==> config.mk <==
export PLATFORM = sky130hd
export DESIGN_NAME = uart_io_controller
export DESIGN_NICKNAME = d
export VERILOG_FILES = /design/src/rtl/uart_ctrl_pkg.sv /design/src/rtl/sync_fifo.sv /design/src/rtl/uart_io_controller.sv
export SDC_FILE = /design/constraint.sdc
export NUM_CORES = 1
export LEC_CHECK = 0
export CAP_MARGIN = 10
export CORE_ASPECT_RATIO = 0.8
export CORE_MARGIN = 4
export CORE_UTILIZATION = 52
export DETAILED_ROUTE_END_ITERATION = 10
export GPL_ROUTABILITY_DRIVEN = 0
export PLACE_DENSITY = 0.79
export SLEW_MARGIN = 20
export SYNTH_ARGS = -nofsm -noshare
export SYNTH_HDL_FRONTEND = slang
export SYNTH_SLANG_ARGS = --single-unit
==> constraint.sdc <==
create_clock -name clk -period 3 [get_ports clk]
set_input_delay 0.6 -clock clk [delete_from_list [all_inputs] [get_ports clk]]
set_output_delay 0.6 -clock clk [all_outputs]
set_load 0.005 [all_outputs]
==> src/rtl/uart_ctrl_pkg.sv <==
// Shared types and constants for the UART I/O controller.
package uart_ctrl_pkg;

  typedef enum logic [1:0] {
    IDLE      = 2'd0,
    START     = 2'd1,
    WAIT_BUSY = 2'd2,
    WAIT_DONE = 2'd3
  } tx_state_t;

  localparam logic [31:0] RX_EMPTY_WORD = 32'hFFFF_FFFF;

endpackage

==> src/rtl/sync_fifo.sv <==
// Synchronous FIFO with combinational head; push-when-full succeeds only alongside a pop.
module sync_fifo #(
  parameter int WIDTH = 8,
  parameter int DEPTH = 4
) (
  input  logic                     clk,
  input  logic                     reset,
  input  logic                     push,
  input  logic                     pop,
  input  logic [WIDTH-1:0]         din,
  output logic [WIDTH-1:0]         dout,
  output logic                     full,
  output logic                     empty,
  output logic [$clog2(DEPTH):0]   count
);

  localparam int AW = $clog2(DEPTH);
  localparam int CW = AW + 1;

  logic [WIDTH-1:0] mem_q [DEPTH];
  logic [AW-1:0]    wr_ptr_q, wr_ptr_d;
  logic [AW-1:0]    rd_ptr_q, rd_ptr_d;
  logic [CW-1:0]    count_q, count_d;
  logic             do_push, do_pop;

  assign full  = (count_q == CW'(DEPTH));
  assign empty = (count_q == '0);
  assign count = count_q;
  assign dout  = mem_q[rd_ptr_q];

  assign do_pop  = pop && !empty;
  assign do_push = push && (!full || do_pop);

  always_comb begin
    wr_ptr_d = wr_ptr_q;
    rd_ptr_d = rd_ptr_q;
    count_d  = count_q + CW'(do_push) - CW'(do_pop);
    if (do_push) wr_ptr_d = wr_ptr_q + AW'(1);
    if (do_pop)  rd_ptr_d = rd_ptr_q + AW'(1);
  end

  always_ff @(posedge clk) begin
    if (!reset) begin
      wr_ptr_q <= '0;
      rd_ptr_q <= '0;
      count_q  <= '0;
    end else begin
      wr_ptr_q <= wr_ptr_d;
      rd_ptr_q <= rd_ptr_d;
      count_q  <= count_d;
    end
  end

  // Storage carries no reset; occupancy is tracked by the pointers and count.
  always_ff @(posedge clk) begin
    if (do_push) mem_q[wr_ptr_q] <= din;
  end

endmodule

==> src/rtl/uart_io_controller.sv <==
// Memory-mapped UART sequencer: TX/RX byte buffering, transmitter pacing FSM and
// sticky overflow flags.
module uart_io_controller
  import uart_ctrl_pkg::*;
#(
  parameter int TX_DEPTH = 4,
  parameter int RX_DEPTH = 4
) (
  input  logic                        clk,
  input  logic                        reset,
  input  logic                        send_req,
  input  logic [7:0]                  wdata,
  input  logic                        rd_en,
  output logic [31:0]                 rdata,
  input  logic                        clr_err,
  output logic                        tx_full,
  output logic [$clog2(RX_DEPTH):0]   rx_count,
  output logic                        tx_overflow,
  output logic                        rx_overflow,
  output logic                        uart_tx_start,
  output logic [7:0]                  uart_tx_data,
  input  logic                        uart_tx_busy,
  input  logic                        uart_rx_valid,
  input  logic [7:0]                  uart_rx_data
);

  tx_state_t                  state_q, state_d;
  logic [7:0]                 tx_data_q, tx_data_d;
  logic                       tx_ovf_q, tx_ovf_d;
  logic                       rx_ovf_q, rx_ovf_d;

  logic [7:0]                 tx_head, rx_head;
  logic                       tx_empty, tx_pop;
  logic [$clog2(TX_DEPTH):0]  tx_count;
  logic                       rx_full, rx_empty;
  logic                       tx_drop, rx_drop;

  sync_fifo #(.WIDTH(8), .DEPTH(TX_DEPTH)) u_tx_fifo (
    .clk   (clk),
    .reset (reset),
    .push  (send_req),
    .pop   (tx_pop),
    .din   (wdata),
    .dout  (tx_head),
    .full  (tx_full),
    .empty (tx_empty),
    .count (tx_count)
  );

  sync_fifo #(.WIDTH(8), .DEPTH(RX_DEPTH)) u_rx_fifo (
    .clk   (clk),
    .reset (reset),
    .push  (uart_rx_valid),
    .pop   (rd_en),
    .din   (uart_rx_data),
    .dout  (rx_head),
    .full  (rx_full),
    .empty (rx_empty),
    .count (rx_count)
  );

  assign tx_pop  = (state_q == START) && !tx_empty;
  assign tx_drop = send_req && tx_full && !tx_pop;
  assign rx_drop = uart_rx_valid && rx_full && !rd_en;

  assign rdata         = rx_empty ? RX_EMPTY_WORD : {24'h0, rx_head};
  assign uart_tx_start = (state_q == START);
  assign uart_tx_data  = tx_data_q;
  assign tx_overflow   = tx_ovf_q;
  assign rx_overflow   = rx_ovf_q;

  always_comb begin
    state_d   = state_q;
    tx_data_d = tx_data_q;
    unique case (state_q)
      // Latch the head on the way into START so the byte is valid during the pulse.
      IDLE: if (tx_count != '0) begin
        state_d   = START;
        tx_data_d = tx_head;
      end
      START:     state_d = WAIT_BUSY;
      WAIT_BUSY: if (uart_tx_busy)  state_d = WAIT_DONE;
      WAIT_DONE: if (!uart_tx_busy) state_d = IDLE;
      default:   state_d = IDLE;
    endcase
  end

  // A new overflow on the same edge as clr_err keeps the flag set.
  always_comb begin
    tx_ovf_d = clr_err ? 1'b0 : tx_ovf_q;
    rx_ovf_d = clr_err ? 1'b0 : rx_ovf_q;
    if (tx_drop) tx_ovf_d = 1'b1;
    if (rx_drop) rx_ovf_d = 1'b1;
  end

  always_ff @(posedge clk) begin
    if (!reset) begin
      state_q   <= IDLE;
      tx_data_q <= '0;
      tx_ovf_q  <= 1'b0;
      rx_ovf_q  <= 1'b0;
    end else begin
      state_q   <= state_d;
      tx_data_q <= tx_data_d;
      tx_ovf_q  <= tx_ovf_d;
      rx_ovf_q  <= rx_ovf_d;
    end
  end

endmodule

==> results.md, run 1 <==
* Antenna diode count at 0
* Max-slew violations at 0
* Initial antenna violation count at 0
* Core area at 7390 µm²
* Hold crit path type: register to register
* Final WS setup at 0.168 ns
* Slew HR at 56.9%
* Total I/O pin count at 70
* Final hold vios at 0
* Status: complete, no violations
* DRC violations left at 0
* Layout cell share with drive strength beyond 1 at 16.0%
* Pwr dens at 862 nW/µm²
* Crit path max-delay cell type: mux4_2
* Tot Pwr at 4100 µW
* H-tree depth at 3
* Reg clk slew, reported paths at 0.08 ns
* Chip height at 85.8 µm
* Pre-CTS setup slack at 0.249 ns
* Antenna-violating nets left at 0
* Syn_nets at 301
* Pleak at 0.00172 µW
* Commonest non-fill, non-tap cell in the layout: clkdlybuf4s50_1
* Worst Path Buf+Inv at 2
* Synth Instances at 259
* Largest net degree at the start of global routing at 33
* Rows at 28
* Clock sink count at 92
* FILL cells at 535
* Final period demand of the worst path at 2.83 ns
* Global Route Usage Sum at 15.9%
* FF/Latch Area at 2480 µm²
* Most frequent cells in the layout: 69 x clkdlybuf4s50_1, 64 x edfxtp_1, 28 x dfxtp_1, 18 x inv_1, 17 x ha_1
* 1st-iter DRT viols at 113
* Mapped Area at 3940 µm²
* Vias in the first global route at 2152
* Required time of the critical path at 2.40 ns
* CTS tree: built
* Via count at 2140
* Crit-path max FO at 6
* Hold Startpoint: uart_tx_data[3]
* Longest Clk Path Bufs at 2
* Skew final at 0.0120 ns
* Arr. time, crit path at 2.23 ns
* Peak VDD IR at 0.436 mV
* Synthesis-to-finish area growth at 20.9%
* CTS buffer count at 9
* CP peak stage delay at 0.52 ns
* Crit path cell chain: buf_4 -> mux4_2 -> or2_2 -> clkdlybuf4s50_1
* Worst-skew pair later-pin latency at 0.35 ns
* Area of the multi-input gates at 1170 µm²
* Syn Area/Cell at 15.2 µm²
* Unrepaired setup endpoints after global routing: false
* Fin area at 4760 µm²
* WS Path Type: register to primary output
* Final setup violation count at 0
* Setup TNS at 0 ns
* Most common flop cell mapped by yosys: edfxtp_1
* Distinct cells, synth at 37
* DIE WIDTH at 105 µm
* Startpoint types: register
* RR Startpoint: u_tx_fifo.count[1]
* Max Fclk at 0.353 GHz
* Starting Density at 53.2%
* Worst hold slack at 0.484 ns
* Global-route wire length before repair at 10900 µm
* CTS hold repair buffers at 0
* CTS Root Cell: clkbuf_8
* Area of the die at 9030 µm²
* Setup repair bufs after CTS at 0
* PortBufs at 69
* CTS-repair resized insts at 0
* Dpl hpwl at 4840 µm
* Slew @ Worst Pin at 0.645 ns
* Total congestion overflow at 0
* CP Capture Type: primary output
* Vias per inst at 5.06
* Number of nets in the layout at 355
* WL final at 6680 µm
* Max Cap Violations at 0
* Post-synth EDFFs at 64
* Ys Warns at 0
* Placed cell areas at 4580 µm²
* Wire per inst at 15.8 µm
* CP delay by family, top: buffers and inverters
* Fin crit share at 94.4%
* Post-synth ARST share at 0%
* Drt first pass iters at 4
* Part of the Yosys area used for sequential elements at 63.1%
* #FFs+latches synth at 92
[worst register-to-register path, stage by stage, from the launching register on]
cell and delay [ns]:
dfxtp_1 0.40, o31ai_1 0.50, inv_1 0.09, ha_1 0.28
inv_1 0.06, ha_1 0.13, inv_1 0.05, fa_1 0.37
xor2_1 0.16, and2_2 0.20, nor3_1 0.12
[metrics by stage]
step | utilization, % | instances
after detailed placement | 62.0 | 407
after CTS | 64.4 | 423
after global routing | 64.4 | 423
after floorplan | - | 259
final | 64.4 | 423
after global placement | 62.0 | 407
[cells in the mapped netlist (2+ instances only)]
| library cell | count | area, µm² |
|---|---|---|
| nand2_1 | 7 | 26.3 |
| o21ai_0 | 3 | 15.0 |
| fa_1 | 2 | 40.0 |
| a22o_1 | 8 | 70.1 |
| buf_4 | 24 | 180 |
| dfxtp_1 | 28 | 561 |
| buf_2 | 2 | 10.0 |
| clkbuf_1 | 3 | 11.3 |
| o31ai_1 | 2 | 15.0 |
| and2_1 | 7 | 43.8 |
| or2_2 | 8 | 50.1 |
| ha_1 | 17 | 213 |
| and3_1 | 4 | 25.0 |
| a21oi_1 | 2 | 10.0 |
| mux4_2 | 16 | 360 |
| nor2_1 | 12 | 45.0 |
| inv_1 | 18 | 67.6 |
| nand3_1 | 2 | 10.0 |
| nor3_1 | 4 | 20.0 |
| mux2i_1 | 4 | 40.0 |
| xor2_1 | 6 | 52.6 |
| edfxtp_1 | 64 | 1920 |
| o311ai_0 | 2 | 17.5 |
[report_power, final]
part	switching (µW)	total [µW]	internal [µW]
logic	604	1630	1030
clock network	425	729	303
registers	175	1740	1570
[routing by layer]
| metal | vias up | wire (µm) | GRT usage (%) |
|---|---|---|---|
| li1 | 1031 | - | - |
| met1 | 1047 | 2920 | 19.6 |
| met2 | 58 | 3320 | 26.4 |
| met3 | 4 | 399 | 6.40 |
| met4 | 0 | 34 | 3.93 |
| met5 | - | 0 | 0 |
[sequential cells by signal, indices dropped and copies added (netlist names), named ones only]
name and flops:
u_rx_fifo.mem_q 32, u_tx_fifo.count 3, u_rx_fifo.wr_ptr_q 2, tx_overflow 1, rx_overflow 1, u_tx_fifo.rd_ptr_q 2
uart_tx_data 8, u_rx_fifo.count 3, state_q 2, u_tx_fifo.mem_q 32, u_rx_fifo.rd_ptr_q 2, u_tx_fifo.wr_ptr_q 2
[worst paths after layout]
check | to | slack, ns | cells after the start
max | rdata[0] | 0.17 | 4
min reg2reg | uart_tx_data[3] | 0.48 | 1
max reg2reg | u_tx_fifo.count[2] | 0.58 | 10
min | uart_tx_data[3] | 0.48 | 1
[cell type report]
class | instances | share of cell area, %
flip-flops and latches | 92 | 52.2
multi-input cells | 118 | 24.7
clock buffers | 9 | 2.60
repair buffers | 74 | 15.3
clock inverters | 7 | 1.08
well taps | 105 | 2.76
inverters | 18 | 1.42
[kinds of logic after synthesis]
| family | Yosys count | synth area share, % |
|---|---|---|
| buf+inv | 49 | 7.22 |
| mux | 20 | 10.2 |
| flops | 92 | 63.1 |
| xor+xnor | 6 | 1.34 |
| compound gates | 22 | 4.58 |
| fa+ha+maj | 19 | 6.42 |
| simple gates | 51 | 7.19 |
Note: power is estimated with default switching activity, not from simulation.
==> run 2, diff against run 1 <==
--- a/config.mk
+++ b/config.mk
@@ -8,10 +8,10 @@
 export CAP_MARGIN = 10
 export CORE_ASPECT_RATIO = 0.8
 export CORE_MARGIN = 4
-export CORE_UTILIZATION = 52
+export CORE_UTILIZATION = 47
 export DETAILED_ROUTE_END_ITERATION = 10
 export GPL_ROUTABILITY_DRIVEN = 0
-export PLACE_DENSITY = 0.79
+export PLACE_DENSITY = 0.75
 export SLEW_MARGIN = 20
 export SYNTH_ARGS = -nofsm -noshare
 export SYNTH_HDL_FRONTEND = slang
==> constraint.sdc (replaced) <==
create_clock -name clk -period 2.5 [get_ports clk]
set_input_delay 0.5 -clock clk [delete_from_list [all_inputs] [get_ports clk]]
set_output_delay 0.5 -clock clk [all_outputs]
set_load 0.005 [all_outputs]
==> run 2 against run 1 <==
  * Wire length barely moved
  * Sequential share of layout area decreased by 1.3 points
  * Clock skew down 0.0044 ns
  * Combinational power grew 24%
  * Sequential cell count unchanged
  * Via count grew 1.5%
  * Total power up 27%
  * Global-route usage decreased by 1.4 points
  * Die area rose by 9.7%
  * Critical path depth unchanged
  * Count of clock-buffer cells in the layout increased by 1
  * Highest routed layer unchanged
==> results.md, run 2 (synthesized netlist as in run 1, its figures left out) <==
* Dpl hpwl at 4680 µm
* DRC violations left at 0
* CP delay by family, top: multiplexers
* Switching share of total power at 28.2%
* Worst setup path endpoint: rdata[0]
* WS Path Type: register to primary output
* Antenna-violating nets left at 0
* Status: complete, no violations
* Setup repair bufs after CTS at 0
* Rows at 29
* WL final at 6680 µm
* Initial antenna violation count at 0
* Vias in the first global route at 2156
* Clock sink count at 92
* Via count at 2172
* Tot Pwr at 5200 µW
* Max Fclk at 0.419 GHz
* Worst Path Buf+Inv at 2
* Worst-skew pair later-pin latency at 0.35 ns
* Largest net degree at the start of global routing at 26
* Antenna diode count at 0
* Hold crit path type: register to register
* CP peak stage delay at 0.51 ns
* Unrepaired setup endpoints after global routing: false
* Worst reg2reg endpoint: u_tx_fifo.count[2]
* CP Capture Type: primary output
* PortBufs at 69
* Crit path cell chain: buf_12 -> mux4_2 -> or2_2 -> dlygate4sd2_1
* CTS buffer count at 9
* Area of the die at 9910 µm²
* Total congestion overflow at 0
* Synthesis-to-finish area growth at 24.2%
* Longest Clk Path Bufs at 2
* Commonest non-fill, non-tap cell in the layout: edfxtp_1
* Slew @ Worst Pin at 0.671 ns
* CTS tree: built
* Final WS setup at 0.112 ns
* Final period demand of the worst path at 2.39 ns
* Pre-CTS setup slack at -0.0273 ns
* CTS Root Cell: clkbuf_8
* Slew HR at 55.2%
* Fin crit share at 95.5%
* Core area at 8060 µm²
* Number of nets in the layout at 362
* Internal power at 3730 µW
* Comb power frac at 38.9%
* Startpoint types: register
* Flop2flop setup slack at 0.24 ns
* RR Startpoint: state_q[1]
* Drt first pass iters at 4
* Crit path max-delay cell type: mux4_2
* Wire per inst at 15.4 µm
* Skew final at 0.00762 ns
* R2r worst-path depth at 12
* Arr. time, crit path at 1.89 ns
* Required time of the critical path at 2.00 ns
* 1st-iter DRT viols at 76
* Starting Density at 48.9%
* Pwr dens at 1060 nW/µm²
* H-tree depth at 3
* Final setup violation count at 0
* Critical path depth at 4
* Global-route wire length before repair at 11000 µm
* Max-slew violations at 0
* Crit-path max FO at 8
* Reg clk slew, reported paths at 0.09 ns
* Total I/O pin count at 70
* Layout cell share with drive strength beyond 1 at 19.4%
* Net Sw Power at 1470 µW
* Peak VDD IR at 0.566 mV
* Chip height at 89.8 µm
* Clock network fraction of total power at 20.8%
* Max Cap Violations at 0
* Most frequent cells in the layout: 64 x edfxtp_1, 61 x clkdlybuf4s50_1, 24 x dfxtp_1, 18 x inv_1, 17 x ha_1
* Global Route Usage Sum at 14.5%
* Final hold vios at 0
* Sequential power share at 40.3%
* Pleak at 0.00178 µW
* Vias per inst at 5.02
* DIE WIDTH at 110 µm
## run 2: cell count changes in the layout (fill, tap and decap cells not counted), moves of 2 or more
cell,delta
buf_4,+4
bufinv_16,+2
clkdlybuf4s50_1,-8
clkinv_2,-2
dfxtp_1,-4
dfxtp_2,+4
dlygate4sd2_1,+8
## run 2: per-layer routing
layer | global-route usage, % | part of all wire (%) | routed length (µm) | vias to the layer above
li1 | - | - | - | 1046
met3 | 4.94 | 6.4 | 427 | 7
met5 | 0 | 0 | 0 | -
met1 | 20.3 | 46 | 3070 | 1055
met4 | 3.38 | 0.97 | 65 | 0
met2 | 22.0 | 47 | 3110 | 64
## run 2: worst min-delay path by stage
stage,to,start,cells past startpoint
finish,uart_tx_data[3],uart_tx_data[3],1
detailed placement,uart_tx_data[0],uart_tx_data[0],1
global route,uart_tx_data[4],uart_tx_data[4],1
CTS,uart_tx_data[0],uart_tx_data[0],1
global placement,uart_tx_data[0],uart_tx_data[0],1
floorplan,uart_tx_data[0],uart_tx_data[0],1
## run 2: per-stage QoR
stage	util (%)	TNS, ns	hold slack [ns]	std cells	area (µm²)
detailed placement	57.7	-0.0273	0.463	416	4640
floorplan	-	0	0.466	259	3940
finish	60.7	0	0.480	433	4890
global route	60.7	0	0.504	433	4890
global placement	57.7	0	0.458	416	4640
CTS	60.3	0	0.485	432	4860
## run 2: worst register-to-register path, cell delays in order (launching register included)
cell and delay [ns]:
dfxtp_2 0.37, inv_1 0.08, ha_1 0.22, o31ai_2 0.11
inv_1 0.09, ha_1 0.28, inv_1 0.05, ha_1 0.13
inv_1 0.05, fa_1 0.38, xor2_1 0.16, and2_2 0.19
nor3_2 0.09
## run 2: layout make-up
cell class / instances / area (µm²)
flip-flops and latches: 92 / 2490
clock buffers: 10 / 128
clock inverters: 6 / 96.3
repair buffers: 81 / 785
multi-input cells: 118 / 1190
fillers: 640 / 3170
well taps: 108 / 135
inverters: 18 / 67.6
## run 2: timing repair
action,CTS,global route
hold buffers,0,0
pin swaps,0,1
gates resized for setup,9,7
gates cloned,0,1
setup endpoints to repair,8,9
## run 2: power groups by stage
stage,Sequential [µW],Clock (µW),Combinational (µW)
6_report,2100,1080,2020
5_1_grt,2140,1180,2250
4_1_cts,2090,1110,2010
3_5_place_dp,2120,0,2060
3_3_place_gp,2110,0,2020
2_1_floorplan,2040,0,1320
